<file path="src/rtl/inst_encoder_if.sv">
// inst_encoder_if: field-bundle input, instruction-word output and status bundle for inst_encoder.
interface inst_encoder_if #(
    parameter int DEPTH  = 4,
    parameter int ADDR_W = 9
);
    localparam int CW = $clog2(DEPTH) + 1;
    logic              in_valid;
    logic              in_ready;
    logic [6:0]        opcode;
    logic [4:0]        rd;
    logic [4:0]        rs1;
    logic [4:0]        rs2;
    logic [2:0]        funct3;
    logic [6:0]        funct7;
    logic [31:0]       imm;
    logic              addr_load;
    logic [ADDR_W-1:0] addr_init;
    logic              out_valid;
    logic              out_ready;
    logic [31:0]       out_inst;
    logic [ADDR_W-1:0] out_addr;
    logic              err;
    logic [1:0]        err_code;
    logic [CW-1:0]     count;
    modport master (
        output in_valid, opcode, rd, rs1, rs2, funct3, funct7, imm, addr_load, addr_init, out_ready,
        input  in_ready, out_valid, out_inst, out_addr, err, err_code, count
    );
    modport slave (
        input  in_valid, opcode, rd, rs1, rs2, funct3, funct7, imm, addr_load, addr_init, out_ready,
        output in_ready, out_valid, out_inst, out_addr, err, err_code, count
    );
endinterface

</file>
<file path="src/rtl/inst_encoder.sv">
// inst_encoder: packs decoded fields into RV32I words, range-checks immediates, queues words with addresses.
module inst_encoder #(
    parameter int DEPTH  = 4,
    parameter int ADDR_W = 9
) (
    input logic           clk,
    input logic           rst_n,
    inst_encoder_if.slave bus
);
    localparam int PW = $clog2(DEPTH);
    localparam int CW = PW + 1;
    logic              rst_n_q;
    logic [PW-1:0]     wptr_q, wptr_d, rptr_q, rptr_d;
    logic [CW-1:0]     count_q, count_d;
    logic [ADDR_W-1:0] addr_q, addr_d;
    logic              err_q, err_d;
    logic [1:0]        code_q, code_d;
    logic [31:0]       mem_q [DEPTH];
    logic [31:0]       inst;
    logic [1:0]        code;
    logic              is_i, is_s, is_b, is_j, is_r;
    logic              fit_11, fit_12, fit_20;
    logic              acc, push, pop;
    always_comb begin
        is_i   = bus.opcode == 7'b0000011 || bus.opcode == 7'b0010011 || bus.opcode == 7'b1100111;
        is_s   = bus.opcode == 7'b0100011;
        is_b   = bus.opcode == 7'b1100011;
        is_j   = bus.opcode == 7'b1101111;
        is_r   = bus.opcode == 7'b0110011;
        fit_11 = &bus.imm[31:11] || ~|bus.imm[31:11];
        fit_12 = &bus.imm[31:12] || ~|bus.imm[31:12];
        fit_20 = &bus.imm[31:20] || ~|bus.imm[31:20];
        inst   = is_s ? {bus.imm[11:5], bus.rs2, bus.rs1, bus.funct3, bus.imm[4:0], bus.opcode} :
                 is_b ? {bus.imm[12], bus.imm[10:5], bus.rs2, bus.rs1, bus.funct3, bus.imm[4:1], bus.imm[11], bus.opcode} :
                 is_j ? {bus.imm[20], bus.imm[10:1], bus.imm[11], bus.imm[19:12], bus.rd, bus.opcode} :
                 is_r ? {bus.funct7, bus.rs2, bus.rs1, bus.funct3, bus.rd, bus.opcode} :
                        {bus.imm[11:0], bus.rs1, bus.funct3, bus.rd, bus.opcode};
        // unsupported outranks misaligned, which outranks out-of-range
        code   = !(is_i || is_s || is_b || is_j || is_r)                  ? 2'b01 :
                 (is_b || is_j) && bus.imm[0]                             ? 2'b11 :
                 ((is_i || is_s) && !fit_11) || (is_b && !fit_12) || (is_j && !fit_20) ? 2'b10 : 2'b00;
        acc     = bus.in_valid && bus.in_ready;
        push    = acc && code == 2'b00;
        pop     = bus.out_valid && bus.out_ready;
        count_d = count_q + CW'(push) - CW'(pop);
        wptr_d  = wptr_q + PW'(push);
        rptr_d  = rptr_q + PW'(pop);
        addr_d  = bus.addr_load ? bus.addr_init : addr_q + ADDR_W'(pop);
        err_d   = acc && code != 2'b00;
        code_d  = err_d ? code : code_q;
    end
    always_ff @(posedge clk) begin
        if (!rst_n) begin
            rst_n_q <= 1'b0;
            wptr_q  <= '0;
            rptr_q  <= '0;
            count_q <= '0;
            addr_q  <= '0;
            err_q   <= 1'b0;
            code_q  <= 2'b00;
        end else begin
            rst_n_q <= 1'b1;
            wptr_q  <= wptr_d;
            rptr_q  <= rptr_d;
            count_q <= count_d;
            addr_q  <= addr_d;
            err_q   <= err_d;
            code_q  <= code_d;
        end
    end
    always_ff @(posedge clk) begin
        if (push) mem_q[wptr_q] <= inst;
    end
    assign bus.in_ready  = rst_n_q && count_q < CW'(DEPTH);
    assign bus.out_valid = count_q != '0;
    assign bus.out_inst  = bus.out_valid ? mem_q[rptr_q] : '0;
    assign bus.out_addr  = addr_q;
    assign bus.err       = err_q;
    assign bus.err_code  = code_q;
    assign bus.count     = count_q;
endmodule
</file>
<file path="src/flat_wrapper.sv">
// flat-port wrapper written by rule: the top's interface ports become plain ports
module inst_encoder_flat 
#(
    parameter int DEPTH  = 4,
    parameter int ADDR_W = 9
)
  (clk, rst_n, bus_in_valid, bus_opcode, bus_rd, bus_rs1, bus_rs2, bus_funct3, bus_funct7, bus_imm, bus_addr_load, bus_addr_init, bus_out_ready, bus_in_ready, bus_out_valid, bus_out_inst, bus_out_addr, bus_err, bus_err_code, bus_count);
  inst_encoder_if #(.DEPTH(DEPTH), .ADDR_W(ADDR_W)) bus_i ();
  input logic clk;
  input logic rst_n;
  input wire logic [$bits(bus_i.in_valid)-1:0] bus_in_valid;
  input wire logic [$bits(bus_i.opcode)-1:0] bus_opcode;
  input wire logic [$bits(bus_i.rd)-1:0] bus_rd;
  input wire logic [$bits(bus_i.rs1)-1:0] bus_rs1;
  input wire logic [$bits(bus_i.rs2)-1:0] bus_rs2;
  input wire logic [$bits(bus_i.funct3)-1:0] bus_funct3;
  input wire logic [$bits(bus_i.funct7)-1:0] bus_funct7;
  input wire logic [$bits(bus_i.imm)-1:0] bus_imm;
  input wire logic [$bits(bus_i.addr_load)-1:0] bus_addr_load;
  input wire logic [$bits(bus_i.addr_init)-1:0] bus_addr_init;
  input wire logic [$bits(bus_i.out_ready)-1:0] bus_out_ready;
  output wire logic [$bits(bus_i.in_ready)-1:0] bus_in_ready;
  output wire logic [$bits(bus_i.out_valid)-1:0] bus_out_valid;
  output wire logic [$bits(bus_i.out_inst)-1:0] bus_out_inst;
  output wire logic [$bits(bus_i.out_addr)-1:0] bus_out_addr;
  output wire logic [$bits(bus_i.err)-1:0] bus_err;
  output wire logic [$bits(bus_i.err_code)-1:0] bus_err_code;
  output wire logic [$bits(bus_i.count)-1:0] bus_count;
  assign bus_i.in_valid = bus_in_valid;
  assign bus_i.opcode = bus_opcode;
  assign bus_i.rd = bus_rd;
  assign bus_i.rs1 = bus_rs1;
  assign bus_i.rs2 = bus_rs2;
  assign bus_i.funct3 = bus_funct3;
  assign bus_i.funct7 = bus_funct7;
  assign bus_i.imm = bus_imm;
  assign bus_i.addr_load = bus_addr_load;
  assign bus_i.addr_init = bus_addr_init;
  assign bus_i.out_ready = bus_out_ready;
  assign bus_in_ready = bus_i.in_ready;
  assign bus_out_valid = bus_i.out_valid;
  assign bus_out_inst = bus_i.out_inst;
  assign bus_out_addr = bus_i.out_addr;
  assign bus_err = bus_i.err;
  assign bus_err_code = bus_i.err_code;
  assign bus_count = bus_i.count;
  inst_encoder #(.DEPTH(DEPTH), .ADDR_W(ADDR_W)) u_core (.clk(clk), .rst_n(rst_n), .bus(bus_i));
endmodule
</file>
<file path="config.mk">
export PLATFORM = sky130hd
export DESIGN_NAME = inst_encoder_flat
export DESIGN_NICKNAME = d
export VERILOG_FILES = /design/src/rtl/inst_encoder_if.sv /design/src/rtl/inst_encoder.sv /design/src/flat_wrapper.sv
export SDC_FILE = /design/constraint.sdc
export NUM_CORES = 1
export LEC_CHECK = 0
export ABC_AREA = 0
export CAP_MARGIN = 0
export CORE_ASPECT_RATIO = 1.4
export CORE_MARGIN = 2
export CORE_UTILIZATION = 50
export DETAILED_ROUTE_END_ITERATION = 10
export GPL_ROUTABILITY_DRIVEN = 0
export GPL_TIMING_DRIVEN = 0
export PLACE_DENSITY_LB_ADDON = 0.25
export SLEW_MARGIN = 15
export SYNTH_ARGS = -nofsm -noshare
export SYNTH_HDL_FRONTEND = slang
export SYNTH_SLANG_ARGS = --single-unit
</file>
<file path="constraint.sdc">
create_clock -name clk -period 16.2 [get_ports clk]
set_input_delay 4.05 -clock clk [delete_from_list [all_inputs] [get_ports clk]]
set_output_delay 4.05 -clock clk [all_outputs]
set_load 0.005 [all_outputs]
</file>
**Word level (Yosys, flattened, before mapping)**

Memory sizes are Yosys's and may differ from the RTL's. A register that Yosys moved wholly into a read port is not among the register bits.
Index checks and enable logic that the tools add are counted.

- Bits of input ports: 78
- Memory bits (writable): 128
- Memory bits (read-only): 0
- Logic and storage cells: 70
- Memories kept: 1
- Bits in latches: 0
- Bits in registers: 20

Memories:

| memory | words | bits a word | read ports | clocked after memory_dff | write ports | RTL line | source |
|---|---|---|---|---|---|---|---|
| u_core.mem_q | 4 | 32 | 1 | 1 | 1 | inst_encoder.sv:18 | `logic [31:0] mem_q [DEPTH];` |

- Bitwise operators: 0
- Shift-type cells: 0
- Order comparisons: 1
- Equal/unequal tests: 7
- Reduce and logical (&&, ||, !) cells: 36
- Multiplexer cells: 13
- Multipliers: 0
- Add/sub/neg operators: 5
- Divide/modulo/power cells: 0

Operators by type and width:

| operator | count |
|---|---|
| 32-bit 2-to-1 mux | 5 |
| 7-bit equality test (second input constant) | 3 |
| 21-bit AND reduction | 1 |
| 21-bit OR reduction | 1 |
| 20-bit AND reduction | 1 |
| 20-bit OR reduction | 1 |
| 7-bit by 6-bit equality test with 1-bit output (second input constant) | 2 |
| 1-bit logical OR | 12 |
| 12-bit AND reduction | 1 |
| 12-bit OR reduction | 1 |
| 9-bit by 1-bit adder with 9-bit output | 1 |
| 1-bit logical AND | 9 |
| 9-bit 2-to-1 mux | 1 |
| 2-bit 2-to-1 mux | 4 |
| 7-bit by 2-bit equality test with 1-bit output (second input constant) | 1 |
| 7-bit by 5-bit equality test with 1-bit output (second input constant) | 1 |
| 1-bit zero test | 6 |
| 2-bit by 1-bit adder with 2-bit output | 2 |
| 3-bit by 1-bit adder with 3-bit output | 1 |
| 3-bit less-than comparator (second input constant) | 1 |
| 1-bit 2-to-1 mux | 3 |
| 3-bit nonzero test | 1 |
| 3-bit by 1-bit subtractor with 3-bit output | 1 |
| 2-bit zero test | 1 |
| 2-bit nonzero test | 1 |

**Longest topological paths before layout**

Gate-level depths: netlist of run 1.

- Depth in word-level cells: 14
- Gate-level depth with buffers: 12

**Least setup slack after synthesis of run 1**

No wires, ideal clock.

- Kind: input -> register
- From: input port bus_imm[28]
- To: memory u_core.mem_q[1][0], enable pin
- Path buffers: 0
- Data required time: 15699 ps
- Slack: 7697 ps
- Stages on the path: 5
- Arrival time: 8002 ps
- Cell sequence: nor4_1 > and3_2 > nand3_1 > a32o_2 > nor4_1

- Longest elaborated chain between the ends: 14
- Elaborated cells on any way between the ends: 27

Ends and longest elaborated chain:

| element | RTL line | source |
|---|---|---|
| start: declaration | flat_wrapper.sv:18 | `input wire logic [$bits(bus_i.imm)-1:0] bus_imm;` |
| 21-bit OR reduction / 20-bit OR reduction (equally long branches) | inst_encoder.sv:30, inst_encoder.sv:31 |  |
| 1-bit zero test (on tied branches) | inst_encoder.sv:30, inst_encoder.sv:31 |  |
| 1-bit logical OR (on tied branches) | inst_encoder.sv:30, inst_encoder.sv:31 |  |
| 1-bit zero test | inst_encoder.sv:41 | `((is_i \|\| is_s) && !fit_11) \|\| (is_b && !fit_12) \|\| (is_j && !fit_20) ? 2'b10 : 2'b00;` |
| 1-bit logical AND | inst_encoder.sv:41 |  |
| 1-bit logical OR | inst_encoder.sv:41 |  |
| 1-bit logical OR (*) | inst_encoder.sv:41 |  |
| 2-bit 2-to-1 mux (*) | inst_encoder.sv:41 |  |
| 2-bit 2-to-1 mux (*) | inst_encoder.sv:40 | `(is_b \|\| is_j) && bus.imm[0] ? 2'b11 :` |
| 2-bit 2-to-1 mux (*) | inst_encoder.sv:39 | `code = !(is_i \|\| is_s \|\| is_b \|\| is_j \|\| is_r) ? 2'b01 :` |
| 2-bit zero test (*) | inst_encoder.sv:43 | `push = acc && code == 2'b00;` |
| 1-bit logical AND (*) | inst_encoder.sv:43 |  |
| 1-bit 2-to-1 mux (*) | inst_encoder.sv:72 | `if (push) mem_q[wptr_q] <= inst;` |
| 1-bit 2-to-1 mux (implied by the code) (*) | inst_encoder.sv:72 |  |
| end: declaration | inst_encoder.sv:18 |  |

Mark *: on every way between the ends. The rest lies on a longest branch, timed or not.

**Worst setup path in the final report of run 1**

- From: input port bus_imm[15]
- To: memory u_core.mem_q[1][25], enable pin

- Longest elaborated chain between the ends: 14
- Elaborated cells on any way between the ends: 21

Ends and longest elaborated chain:

| element | RTL line |
|---|---|
| 21-bit OR reduction / 20-bit OR reduction (equally long branches) | inst_encoder.sv:30, inst_encoder.sv:31 |
| 1-bit zero test (on tied branches) | inst_encoder.sv:30, inst_encoder.sv:31 |
| 1-bit logical OR (on tied branches) | inst_encoder.sv:30, inst_encoder.sv:31 |
| 1-bit zero test | inst_encoder.sv:41 |
| 1-bit logical AND | inst_encoder.sv:41 |
| 1-bit logical OR (*) (2 in series) | inst_encoder.sv:41 |
| 2-bit 2-to-1 mux (*) | inst_encoder.sv:41 |
| 2-bit 2-to-1 mux (*) | inst_encoder.sv:40 |
| 2-bit 2-to-1 mux (*) | inst_encoder.sv:39 |
| 2-bit zero test (*) | inst_encoder.sv:43 |
| 1-bit logical AND (*) | inst_encoder.sv:43 |
| 1-bit 2-to-1 mux (*) | inst_encoder.sv:72 |
| 1-bit 2-to-1 mux (implied by the code) (*) | inst_encoder.sv:72 |

Marks and branches as above.

==> key figures, run 1 <==
Status
  – Status: finished clean

Routing
  – Highest routed metal layer: met4
  – Detailed-router iteration count before antenna repair: 4
  – Met3 Wirelength: 995 um
  – ANT nets after route: 0
  – Vias per Instance: 5.71
  – DR WL met2: 7690 um
  – Wl on met1: 5290 um
  – # DRC: 0
  – Routed wire per std cell: 19.9 um
  – DRT Wirelength: 14100 um
  – DR iter-0 viols: 133
  – DR vias: 4053

Setup path
  – CP Class: in2reg
  – Critical path's most frequent cell: buf_2
  – Buf/Inv on CP: 4
  – Reg2reg start: u_core.bus.count[2]$_SDFF_PN0_
  – Max stage delay cell, worst path: nor4_2
  – CP top delay family: simple AND/OR/NAND/NOR gates
  – Worst setup startpoint: bus_imm[15]
  – Worst-path maximum fanout: 7
  – CP Cell Sequence: clkdlybuf4s50_1 -> nor4_1 -> nand3_1 -> a32o_2 -> nor4_2 -> buf_2 -> buf_2 -> buf_2
  – CP max stage delay: 0.62 ns
  – Crit start category: input port
  – WP data arrival: 7.08 ns
  – Crit path required time: 16.30 ns
  – Crit. End Element: flip-flop

Placed design
  – Place WS: 8.84 ns
  – DP HPWL: 10100 um
  – IO Port Bufs: 126
  – Area after DPL: 7980 sq um
  – Inst Count DP: 678

Clocking
  – Hold-fix buffers, CTS: 0
  – H-Tree Level Count: 4
  – CTS tree: done
  – Num CTS Buffers: 17
  – CTS clk-pin slew, worst paths: 0.06 ns
  – Postcts setup bufs: 0
  – Cells resized by post-CTS repair: 0
  – Root Driver: clkbuf_16
  – Maximum clock path buffer count: 2
  – Sink Count: 148
  – Skew-Pair Late Insertion Delay: 0.41 ns

Synth
  – Netlist cell types: 49
  – EDFF count, synth: 128
  – Seq/Total Area, Yosys: 66.4%
  – FFs w/ async S/R, synth: 0%
  – Top-area cell type share of the netlist area: 60.2%
  – Area leader, netlist: edfxtp_1
  – YS warnings: 0
  – Syn Nets: 469
  – Post-Syn Area: 6390 sq um
  – Prevailing post-synth register cell: edfxtp_1
  – Synth top area cells: edfxtp_1, mux4_2, dfxtp_1
  – Mapped Cells: 384
  – Number of synthesized register bits: 148
  – Syn_area_per_cell: 16.6 sq um

STA
  – # setup viols final: 0
  – Worst Tran Pin Value: 0.919 ns
  – Max transition margin: 38.3%
  – Fin worst setup slack: 9.22 ns
  – Pins Over Slew Limit: 0
  – Min cycle time layout: 6.98 ns
  – Fmax: 0.143 GHz
  – Fin crit share: 43.1%
  – Skew final: 0.00833 ns
  – RSZ-0062 raised after global routing: false
  – TNS Setup: 0 ns
  – Hold_ws: 0.540 ns
  – Final hold violations: 0

Power
  – Leak pwr: 2.89 nW
  – Switching pwr: 0.294 mW
  – PnR Total Power: 1.17 mW
  – Internal power: 0.879 mW
  – Pwr dens: 136 nW/um^2
  – Clock Power Share: 34.5%
  – Sw frac: 25.1%
  – Peak supply drop: 0.123 mV
  – Combinational share of power: 28.9%
  – Reg power frac: 36.6%

Final layout
  – Final Cell Area: 8590 sq um
  – Layout cells sized above 1: 20.7%
  – Post-Layout Cell Count: 710
  – Layout Utilization: 69.1%
  – Nets@finish: 632
  – Area Overhead vs Synth: 34.5%
  – Antenna Cells: 0

GRT
  – Grt ovf: 0
  – Largest net degree at the start of global routing: 24
  – First-pass GRT wire length: 21600 um
  – GRT Total Usage: 21.3%
  – Vias in the first global route: 4169
  – Initial antenna violation count: 0

Die
  – Die area: 13700 sq um
  – Num ports: 127
  – Chip width: 99.5 um
  – Die Y: 138 um
  – Core Region: 12400 sq um
  – Initial Util: 51.4%
  – Rows: 48

Hold path
  – Hold Crit Class: reg2reg
  – Worst Min Path Start: u_core.bus.err_code[1]$_SDFFE_PN0P_

Run
  – Max cap viols: 0
## flip-flops by register name, summed over array words and instances (netlist names)
register             flops
u_core.rst_n_q           1
u_core.bus.out_addr      9
u_core.mem_q           128
u_core.rptr_q            2
u_core.wptr_q            2
u_core.bus.err           1
u_core.bus.err_code      2
u_core.bus.count         3
## placed cells by master, fill, tap and decap left out, types with 7 or more instances in the layout
| master | count |
|---|---|
| nor2_1 | 18 |
| dfxtp_1 | 20 |
| nand2_1 | 8 |
| buf_2 | 16 |
| mux4_2 | 32 |
| clkdlybuf4s50_1 | 126 |
| xnor2_1 | 7 |
| mux2_2 | 22 |
| clkbuf_1 | 11 |
| clkbuf_16 | 17 |
| edfxtp_1 | 128 |
| inv_1 | 7 |
| nor2b_1 | 34 |
## synthesized netlist by cell type (6+ instances only)
library cell and number:
a21oi_1 6, and2_1 6, clkbuf_1 9, dfxtp_1 20, edfxtp_1 128, ha_1 6, inv_1 7, mux2_2 22
mux2i_1 6, mux4_2 32, nand2_1 8, nand2b_1 6, nor2_1 18, nor2b_1 34, nor4_1 9, xnor2_1 7
## worst paths after layout
check / cells past startpoint / slack (ns) / end
worst min register to register: 2 / 0.54 / u_core.bus.err_code[1]$_SDFFE_PN0P_
worst min-delay path: 2 / 0.54 / u_core.bus.err_code[1]$_SDFFE_PN0P_
worst max register to register: 9 / 13.35 / u_core.bus.count[2]$_SDFF_PN0_
worst max-delay path: 8 / 9.22 / u_core.mem_q[1][25]$_DFFE_PP_
## worst min-delay path, stage by stage (launching register included)
cell	delay, ns
dfxtp_1	0.33
o21ai_0	0.08
a31oi_1	0.08
## cell type report
type                            instances  area [sq um]
Sequential cell                       148          4240
Fill cell                             869          3840
Multi-Input combinational cell        213          2060
Timing Repair Buffer                  144          1380
Clock buffer                           19           433
Tap cell                              150           188
Clock inverter                         13           181
Buffer                                 16          76.3
Inverter                                7          26.3
## power groups by stage
stage | sequential (mW) | clock [mW] | combinational (mW)
floorplan | 0.436 | 0 | 0.168
CTS | 0.429 | 0.412 | 0.348
detailed placement | 0.437 | 0 | 0.344
global route | 0.430 | 0.425 | 0.369
global placement | 0.437 | 0 | 0.338
finish | 0.429 | 0.404 | 0.339
## logic make-up (layout without fill, tap and decap cells)
family / after synthesis / in the layout / synth area share, %
AO/OA/AOI/OAI: 27 / 27 / 3.02
adder cells (fa/ha/maj): 7 / 7 / 1.49
flip-flops: 148 / 148 / 66.4
multiplexers: 60 / 60 / 16.1
AND/OR/NAND/NOR: 108 / 108 / 9.85
buffers and inverters: 23 / 199 / 1.61
XOR/XNOR: 11 / 11 / 1.51
## layer usage
layer	up-vias	GRT usage (%)
met5	-	0
met4	0	7.84
met3	12	5.18
met2	181	38.3
met1	2015	24.9
li1	1845	-
Power figures use the tool's default switching activity.
==> run 2, diff against run 1 <==
--- a/config.mk
+++ b/config.mk
@@ -9,7 +9,7 @@
 export CAP_MARGIN = 0
 export CORE_ASPECT_RATIO = 1.4
 export CORE_MARGIN = 2
-export CORE_UTILIZATION = 50
+export CORE_UTILIZATION = 47
 export DETAILED_ROUTE_END_ITERATION = 10
 export GPL_ROUTABILITY_DRIVEN = 0
 export GPL_TIMING_DRIVEN = 0
==> constraint.sdc (replaced) <==
create_clock -name clk -period 6 [get_ports clk]
set_input_delay 1.5 -clock clk [delete_from_list [all_inputs] [get_ports clk]]
set_output_delay 1.5 -clock clk [all_outputs]
set_load 0.005 [all_outputs]
==> run 2 against run 1 <==
- critical path depth did not move
- combinational power rose to 2.7 times the previous value
- utilization fell by 4.1 points
- total power rose to 2.7 times the previous value
- sequential power rose to 2.7 times the previous value
- critical path type unchanged
==> key figures, run 2 (synthesis results as in run 1) <==
Final layout
  – Biggest register: u_core.mem_q
  – Fill cells: 972
  – Register Area: 4240 sq um
  – Largest register FFs: 128
  – Antenna Cells: 0
  – Most frequent cells in the layout: edfxtp_1, clkdlybuf4s50_1, nor2b_1, mux4_2, mux2_2
  – Layout Utilization: 65.0%
  – Leading cell type in the layout, fill and taps excluded: edfxtp_1
  – Nets@finish: 632
  – Layout cells sized above 1: 20.3%
  – Final Cell Area: 8660 sq um
  – Multi-input logic area: 2060 sq um
  – Area Overhead vs Synth: 35.6%

Die
  – Chip width: 103 um
  – Die Y: 142 um
  – Num ports: 127
  – Rows: 50
  – Initial Util: 47.9%
  – Core Region: 13300 sq um
  – Die area: 14600 sq um

Setup path
  – CP Class: in2reg
  – Critical path's most frequent cell: buf_4
  – Crit. End Element: flip-flop
  – WP data arrival: 4.53 ns
  – R2r setup slk: 3.05 ns
  – Worst-path maximum fanout: 7
  – Crit path required time: 6.11 ns
  – CP max stage delay: 0.70 ns
  – Max stage delay cell, worst path: nor4_2
  – R2R depth: 9
  – Crit start category: input port
  – CP Cell Sequence: clkdlybuf4s50_1 -> nor4_1 -> nand3_1 -> a32o_2 -> nor4_2 -> buf_4 -> buf_4 -> buf_4

Routing
  – # DRC: 0
  – Vias per Instance: 5.42
  – ANT nets after route: 0
  – Detailed-router iteration count before antenna repair: 5
  – DR vias: 4012
  – Routed wire per std cell: 19.1 um
  – DRT Wirelength: 14200 um
  – DR iter-0 viols: 136

Run
  – Max cap viols: 0

Clocking
  – Postcts setup bufs: 0
  – CTS clk-pin slew, worst paths: 0.06 ns
  – Cells resized by post-CTS repair: 0
  – Sink Count: 148
  – Maximum clock path buffer count: 2
  – CTS tree: done
  – Num CTS Buffers: 17
  – Hold-fix buffers, CTS: 0
  – H-Tree Level Count: 4
  – Skew-Pair Late Insertion Delay: 0.41 ns
  – Root Driver: clkbuf_16

Power
  – PnR Total Power: 3.18 mW
  – Leak pwr: 2.90 nW
  – Pwr dens: 367 nW/um^2
  – Peak supply drop: 0.216 mV

STA
  – Pins Over Slew Limit: 0
  – TNS Setup: 0 ns
  – Final hold violations: 0
  – Min cycle time layout: 4.42 ns
  – RSZ-0062 raised after global routing: false
  – # setup viols final: 0
  – Skew final: 0.0128 ns
  – Fin crit share: 73.7%
  – Max transition margin: 27.4%
  – Fmax: 0.226 GHz
  – Worst Tran Pin Value: 1.08 ns

GRT
  – Grt ovf: 0
  – Initial antenna violation count: 0
  – GRT Total Usage: 20.3%
  – Vias in the first global route: 4283
  – First-pass GRT wire length: 22000 um
  – Largest net degree at the start of global routing: 20

Hold path
  – Hold path cells: 2
  – Hold Crit Class: reg2reg

Placed design
  – IO Port Bufs: 126
  – Area after DPL: 8050 sq um
  – DP HPWL: 10100 um

Status
  – Status: finished clean
## run 2: cell types whose count changed in the layout (fill, tap and decap cells not counted), sizes merged
cell / delta
bufinv: +1
clkinvlp: -3
clkinv: +1
inv: -1
## run 2: worst paths after layout
path,end,startpoint
max,u_core.mem_q[2][20]$_DFFE_PP_,bus_imm[15]
min,u_core.bus.err_code[1]$_SDFFE_PN0P_,u_core.bus.err_code[1]$_SDFFE_PN0P_
max reg2reg,u_core.bus.count[2]$_SDFF_PN0_,u_core.bus.count[2]$_SDFF_PN0_
min reg2reg,u_core.bus.err_code[1]$_SDFFE_PN0P_,u_core.bus.err_code[1]$_SDFFE_PN0P_
## run 2: report_power, final
| group | switching [mW] | internal, mW | total [mW] |
|---|---|---|---|
| combinational | 0.376 | 0.538 | 0.913 |
| sequential | 0.0184 | 1.14 | 1.16 |
| clock | 0.379 | 0.730 | 1.11 |
| total | 0.773 | 2.41 | 3.18 |
## run 2: worst max-delay path, delay by kind of cell
| family | cells | cell delay [ns] |
|---|---|---|
| simple gates | 3 | 1.56 |
| buf+inv | 4 | 1.10 |
| compound gates | 1 | 0.37 |
## run 2: cell type report
class | instances | area share [%]
inverter | 7 | 0.303
clock buffer | 19 | 5.00
buffer | 16 | 0.881
clock inverter | 11 | 2.12
tap | 182 | 2.63
timing repair buffer | 144 | 16.3
multi-input combinational | 213 | 23.8
sequential | 148 | 49.0
## run 2: per-layer routing
layer	global-route usage (%)	share of wire, %
met1	25.1	41
met2	35.1	52
met4	6.32	1.4
met3	4.57	5.8
met5	0	0
## run 2: metrics by stage
| step | hold WS, ns | setup slack (ns) | std cells |
|---|---|---|---|
| finish | 0.539 | 1.58 | 740 |
| global route | 0.566 | 1.49 | 740 |
| CTS | 0.532 | 1.61 | 740 |
| detailed placement | 0.515 | 1.16 | 710 |
| global placement | 0.502 | -3.35 | 692 |
| floorplan | 0.492 | 0.0467 | 384 |
